File: config.mk
export PLATFORM = sky130hd
export DESIGN_NAME = regbank_write_arbiter
export DESIGN_NICKNAME = d
export VERILOG_FILES = /design/src/rtl/regbank_pkg.sv /design/src/rtl/regbank_wr_fifo.sv /design/src/rtl/regbank_write_arbiter.sv
export SDC_FILE = /design/constraint.sdc
export NUM_CORES = 1
export LEC_CHECK = 0
export CELL_PAD_IN_SITES_DETAIL_PLACEMENT = 1
export CELL_PAD_IN_SITES_GLOBAL_PLACEMENT = 1
export CORE_ASPECT_RATIO = 1.25
export CORE_UTILIZATION = 45
export CTS_BUF_LIST = sky130_fd_sc_hd__clkbuf_2
export DETAILED_ROUTE_END_ITERATION = 12
export PLACE_DENSITY_LB_ADDON = 0.1
export SLEW_MARGIN = 20
export SYNTH_ARGS = -nofsm -noshare
export SYNTH_HDL_FRONTEND = slang
export SYNTH_SLANG_ARGS = --single-unit
File: constraint.sdc
create_clock -name clock -period 2.7 [get_ports clock]
set_input_delay 0.27 -clock clock [delete_from_list [all_inputs] [get_ports clock]]
set_output_delay 0.27 -clock clock [all_outputs]
set_load 0.05 [all_outputs]
File: src/rtl/regbank_pkg.sv
// Shared constants, write-request payload and arbiter state encoding for the
// register-bank write arbiter.
package regbank_pkg;

  localparam int unsigned DATA_W     = 16;
  localparam int unsigned ADDR_W     = 3;
  localparam int unsigned NUM_REGS   = 1 << ADDR_W;
  localparam int unsigned FIFO_DEPTH = 2;
  localparam int unsigned CNT_W      = $clog2(FIFO_DEPTH + 1);

  typedef struct packed {
    logic [ADDR_W-1:0] addr;
    logic [DATA_W-1:0] data;
  } wr_req_t;

  typedef enum logic {
    PRIO0 = 1'b0,
    PRIO1 = 1'b1
  } arb_state_e;

endpackage

File: src/rtl/regbank_wr_fifo.sv
// In-order request FIFO with async-reset pointers/count; exposes per-entry
// valid and address vectors so the top can build the pending mask.
module regbank_wr_fifo
  import regbank_pkg::*;
#(
  parameter int unsigned DEPTH = 2,
  localparam int unsigned CW   = $clog2(DEPTH + 1),
  localparam int unsigned PW   = (DEPTH > 1) ? $clog2(DEPTH) : 1
) (
  input  logic                         clk_i,
  input  logic                         rst_i,
  input  logic                         push_i,
  input  wr_req_t                      push_data_i,
  input  logic                         pop_i,
  output wr_req_t                      head_o,
  output logic [CW-1:0]                count_o,
  output logic                         full_o,
  output logic                         empty_o,
  output logic [DEPTH-1:0]             valid_vec_o,
  output logic [DEPTH-1:0][ADDR_W-1:0] addr_vec_o
);

  wr_req_t        mem_q [DEPTH];
  logic [PW-1:0]  wr_ptr_q, wr_ptr_d;
  logic [PW-1:0]  rd_ptr_q, rd_ptr_d;
  logic [CW-1:0]  count_q, count_d;
  logic           do_push, do_pop;

  function automatic logic [PW-1:0] ptr_inc(input logic [PW-1:0] p);
    return (p == PW'(DEPTH - 1)) ? '0 : p + PW'(1);
  endfunction

  assign full_o  = (count_q == CW'(DEPTH));
  assign empty_o = (count_q == '0);
  assign do_push = push_i & ~full_o;
  assign do_pop  = pop_i & ~empty_o;
  assign head_o  = mem_q[rd_ptr_q];
  assign count_o = count_q;

  always_comb begin
    wr_ptr_d = do_push ? ptr_inc(wr_ptr_q) : wr_ptr_q;
    rd_ptr_d = do_pop ? ptr_inc(rd_ptr_q) : rd_ptr_q;
    count_d  = count_q;
    case ({do_push, do_pop})
      2'b10:   count_d = count_q + CW'(1);
      2'b01:   count_d = count_q - CW'(1);
      default: count_d = count_q;
    endcase
  end

  always_ff @(posedge clk_i or posedge rst_i) begin
    if (rst_i) begin
      wr_ptr_q <= '0;
      rd_ptr_q <= '0;
      count_q  <= '0;
    end else begin
      wr_ptr_q <= wr_ptr_d;
      rd_ptr_q <= rd_ptr_d;
      count_q  <= count_d;
    end
  end

  // Payload storage needs no reset: entries are qualified by valid_vec_o.
  always_ff @(posedge clk_i) begin
    if (do_push) mem_q[wr_ptr_q] <= push_data_i;
  end

  // Entry i is live when its distance from the read pointer is below count.
  always_comb begin
    valid_vec_o = '0;
    addr_vec_o  = '0;
    for (int unsigned i = 0; i < DEPTH; i++) begin
      int unsigned off;
      off            = (i + DEPTH - 32'(rd_ptr_q)) % DEPTH;
      valid_vec_o[i] = (off < 32'(count_q));
      addr_vec_o[i]  = mem_q[i].addr;
    end
  end

endmodule

File: src/rtl/regbank_write_arbiter.sv
// Round-robin arbiter sharing the register bank write port between the ALU
// and load writeback paths, with a registered write stage and pending mask.
module regbank_write_arbiter
  import regbank_pkg::*;
(
  input  logic                clock,
  input  logic                reset,
  input  logic                req0_valid,
  output logic                req0_ready,
  input  logic [ADDR_W-1:0]   req0_addr,
  input  logic [DATA_W-1:0]   req0_data,
  input  logic                req1_valid,
  output logic                req1_ready,
  input  logic [ADDR_W-1:0]   req1_addr,
  input  logic [DATA_W-1:0]   req1_data,
  output logic                RegWrite,
  output logic [ADDR_W-1:0]   WriteReg,
  output logic [DATA_W-1:0]   WriteData,
  output logic [NUM_REGS-1:0] pending_mask,
  output logic [CNT_W-1:0]    fifo0_count,
  output logic [CNT_W-1:0]    fifo1_count
);

  wr_req_t                          head0, head1;
  logic                             full0, full1, empty0, empty1;
  logic                             grant0, grant1;
  logic [FIFO_DEPTH-1:0]            vld0, vld1;
  logic [FIFO_DEPTH-1:0][ADDR_W-1:0] adr0, adr1;

  arb_state_e        state_q, state_d;
  logic              regwrite_q, regwrite_d;
  logic [ADDR_W-1:0] waddr_q, waddr_d;
  logic [DATA_W-1:0] wdata_q, wdata_d;

  // Ready depends only on occupancy, never on a same-cycle pop.
  assign req0_ready = ~reset & ~full0;
  assign req1_ready = ~reset & ~full1;

  regbank_wr_fifo #(.DEPTH(FIFO_DEPTH)) u_fifo0 (
    .clk_i       (clock),
    .rst_i       (reset),
    .push_i      (req0_valid & req0_ready),
    .push_data_i ({req0_addr, req0_data}),
    .pop_i       (grant0),
    .head_o      (head0),
    .count_o     (fifo0_count),
    .full_o      (full0),
    .empty_o     (empty0),
    .valid_vec_o (vld0),
    .addr_vec_o  (adr0)
  );

  regbank_wr_fifo #(.DEPTH(FIFO_DEPTH)) u_fifo1 (
    .clk_i       (clock),
    .rst_i       (reset),
    .push_i      (req1_valid & req1_ready),
    .push_data_i ({req1_addr, req1_data}),
    .pop_i       (grant1),
    .head_o      (head1),
    .count_o     (fifo1_count),
    .full_o      (full1),
    .empty_o     (empty1),
    .valid_vec_o (vld1),
    .addr_vec_o  (adr1)
  );

  // Arbitration and write-stage next state.
  always_comb begin
    state_d    = state_q;
    grant0     = 1'b0;
    grant1     = 1'b0;
    regwrite_d = 1'b0;
    waddr_d    = waddr_q;
    wdata_d    = wdata_q;
    if (!empty0 && (empty1 || state_q == PRIO0)) begin
      grant0 = 1'b1;
    end else if (!empty1) begin
      grant1 = 1'b1;
    end
    if (grant0) begin
      state_d    = PRIO1;
      regwrite_d = 1'b1;
      waddr_d    = head0.addr;
      wdata_d    = head0.data;
    end else if (grant1) begin
      state_d    = PRIO0;
      regwrite_d = 1'b1;
      waddr_d    = head1.addr;
      wdata_d    = head1.data;
    end
  end

  always_ff @(posedge clock or posedge reset) begin
    if (reset) begin
      state_q    <= PRIO0;
      regwrite_q <= 1'b0;
      waddr_q    <= '0;
      wdata_q    <= '0;
    end else begin
      state_q    <= state_d;
      regwrite_q <= regwrite_d;
      waddr_q    <= waddr_d;
      wdata_q    <= wdata_d;
    end
  end

  assign RegWrite  = regwrite_q;
  assign WriteReg  = waddr_q;
  assign WriteData = wdata_q;

  // Any queued entry or the issuing write marks its target register busy.
  always_comb begin
    pending_mask = '0;
    for (int unsigned i = 0; i < FIFO_DEPTH; i++) begin
      if (vld0[i]) pending_mask[adr0[i]] = 1'b1;
      if (vld1[i]) pending_mask[adr1[i]] = 1'b1;
    end
    if (regwrite_q) pending_mask[waddr_q] = 1'b1;
  end

endmodule

==> impl_metrics.ini <==
[sta]
drv_slew = 0
finalSetupTns_ns = 0
setup_viol = 0
hold_viol_final = 0
fin_crit_sh_pct = 95.6
slew_headroom_pct = 65.7
fmax_mhz = 387
min_period_ns = 2.58
worst_pin_slew_ns = 0.513
finalClockSkew_ns = 0.0314
rsz0062_at_grt = false

[clock_network]
path_clk_slew_ns = 0.27
cts_inserted_buffers = 9
post_cts_buffers = 0
clk_latency_ns = 0.59
cts_tree = built
clock_path_buffers = 2
cts-htree-levels = 3
cts-root-buf = clkbuf_2
clock_sinks = 105

[power]
power.switching_uw = 3020
intPower_uw = 3760
switching_share_pct = 44.5
clockPowerShare_pct = 10.6
pwr-share-seq_pct = 37.0
worst_ir_drop_vdd_uv = 827
p_comb_share_pct = 52.4
leakage_uw = 0.00209
power_density_nw_per_um2 = 1230

[routing]
wl_met1_microns = 3950
drt-initial-drc-count = 130
ant_nets = 0
vias = 2933
wl_microns = 10700
top_layer_used = met4
avgViaCountPerCell = 5.62
wire_per_inst_microns = 20.5
drc = 0
wl_met3_microns = 355
wl_met2_microns = 5960
firstDrtPassIters = 4

[logic_synthesis]
syn_nets = 354
synth-seq-cells = 105
synth_seq_area_share_pct = 67.6
yosysWarnings = 0
netlist_area_sq_um = 4450
avgSynthCellArea_sq_um = 14.3
synth.top_cell.area_share_pct = 51.3
synth_cells = 310
synth_edf_count = 76
synth.largest_area_cell = edfxtp_1
synth-main-ff-cell = edfxtp_1
async_reset_ff_share_pct = 27.6
synth_area_leaders = edfxtp_1 (51%), dfrtp_1 (16%), mux2i_1 (7.0%)
synthDistinctLibCells = 49

[place]
io_buffers = 75
gp_congestion = 0.855
dp_hpwl_microns = 7910
placed_cell_area_sq_um = 5410

[layout]
nNetsFinal = 435
diodes = 0
fillers = 950
areaGrowthSynthToFinish_pct = 24.4
layout-drive-gt1-share_pct = 12.1
stdcell_area_sq_um = 5530

[floorplan]
start_util_pct = 46.3
die_w_microns = 90.9
die_y_microns = 113
dieArea_sq_um = 10300
core-area_sq_um = 9610
row_count = 40
io_pins = 76

[min_path]
hp-class = input port to async pin

[outcome]
run_status = finished, final reports clean

[global_routing]
grt_overflow = 0
grt_pass1_vias = 3192
antenna_found_initial = 0
grt_use_total_pct = 21.9
grt_max_degree = 30
grt_pass1_wl_microns = 16600

[worst_setup_path]
critPathKind = register to output port
worstSetupEndpointType = output port
cp.arrival_ns = 2.31
startpoint_type = register
crit_required_ns = 2.43
r2r_cells = 5
cp_max_fo = 10

[flow_run]
drv_cap = 0
-- layout by cell type (no fill, tap or decap), types with 3 or more instances in the layout --
cell,Yosys,routed
dfrtp_1,29,27
nand2b_1,3,3
nand3b_1,5,5
mux2i_1,31,31
nand4_1,5,5
buf_12,0,7
a211oi_1,7,7
edfxtp_1,76,76
clkbuf_2,1,11
nor3_1,3,3
clkdlybuf4s50_1,0,66
a311oi_1,7,7
o22ai_1,15,15
and3_1,3,3
nand3_1,7,7
nor2b_1,10,10
a21o_1,12,12
inv_1,7,7
xnor2_1,9,9
buf_4,1,12
nor2_1,20,18
nand2_1,12,12
-- flip-flops by register name, summed over array words and instances, names as in the netlist --
signal,count
state_q,1
u_fifo1.wr_ptr_q,1
u_fifo0.count_o,2
u_fifo1.count_o,2
WriteData,16
u_fifo0.mem_q,38
u_fifo0.wr_ptr_q,1
u_fifo0.rd_ptr_q,1
WriteReg,3
u_fifo1.mem_q,38
u_fifo1.rd_ptr_q,1
RegWrite,1
-- synthesized netlist by cell type (2+ instances only) --
cell      instances
and3_1            3
a211oi_1          7
xnor2_1           9
ha_1              2
nor2_1           20
nand3b_1          5
buf_6             3
a22oi_1           2
inv_1             7
a21oi_1           3
nand2_1          12
a311oi_1          7
nand4_1           5
o22ai_1          15
a21o_1           12
dfrtp_1          29
mux2i_1          31
nand3_1           7
nor2b_1          10
edfxtp_1         76
buf_2             9
o31a_1            2
or3_1             2
nor3_1            3
o21ai_0           2
or4_1             2
nand2b_1          3
-- final timing paths --
kind                                                      from  slack [ns]                            end
worst min-delay path                                     reset        0.20   u_fifo0.wr_ptr_q$_DFFE_PP0P_
worst max-delay path            u_fifo0.count_o[0]$_DFFE_PP0P_        0.12                pending_mask[1]
min in group clock                                req0_data[1]        0.23  u_fifo0.mem_q[1][1]$_DFFE_PP_
max in group asynchronous                                reset        2.16      WriteData[15]$_DFFE_PP0P_
worst min register to register       WriteData[12]$_DFFE_PP0P_        0.52      WriteData[12]$_DFFE_PP0P_
worst max register to register  u_fifo1.count_o[1]$_DFFE_PP0P_        0.87  u_fifo1.mem_q[0][1]$_DFFE_PP_
-- timing repair --
item	in CTS	in global routing
hold buffers	0	0
resized for setup	2	2
endpoints found under the hold margin	0	0
endpoints found under the setup margin	7	1
-- through the flow --
step	hold WS [ns]	setup slack [ns]	util, %	instances	total power (uW)
global route	0.183	0.000649	57.6	522	7100
global placement	0.461	0.713	56.3	506	6010
detailed placement	0.468	0.645	56.3	506	6110
CTS	0.181	0.0162	57.5	522	6830
floorplan	0.357	0.114	-	310	4880
finish	0.200	0.119	57.6	522	6780
-- power by group through the flow --
stage | clock network, uW | logic (uW) | registers [uW]
2_1_floorplan | 0 | 1890 | 2990
3_3_place_gp | 0 | 3500 | 2510
3_5_place_dp | 0 | 3570 | 2540
4_1_cts | 742 | 3580 | 2500
5_1_grt | 786 | 3760 | 2550
6_report | 722 | 3550 | 2510
-- cells by family after synthesis --
logic type	count (synthesis)	share of synthesized area (%)
buffers and inverters	23	2.81
DFF	105	67.6
adders and majority gates	2	0.563
muxes	31	6.98
xor gates and xnor gates	10	1.97
AOI/OAI and AO/OA	61	10.2
and+or+nand+nor	78	9.79
-- area by class of cell --
cell class,instances,area [sq um],area share (%)
clock buffers,11,55.1,0.995
clock inverters,5,56.3,1.02
inverters,8,30.0,0.543
multi-input cells,182,1330,24.0
flip-flops and latches,105,3010,54.4
well taps,126,158,2.85
repair buffers,85,891,16.1
-- metal layers --
layer	GRT usage [%]	vias to the layer above
met1	22.7	1459
li1	-	1348
met4	11.7	0
met5	0	-
met2	41.9	102
met3	3.56	24
-- worst max-delay path: stages, from the launching register on --
cell,delay (ns)
dfrtp_2,0.59
nor2b_4,0.24
nor2_1,0.08
or4b_1,0.48
nand4_1,0.17
buf_12,0.15
Note: power is estimated with default switching activity, not from simulation.
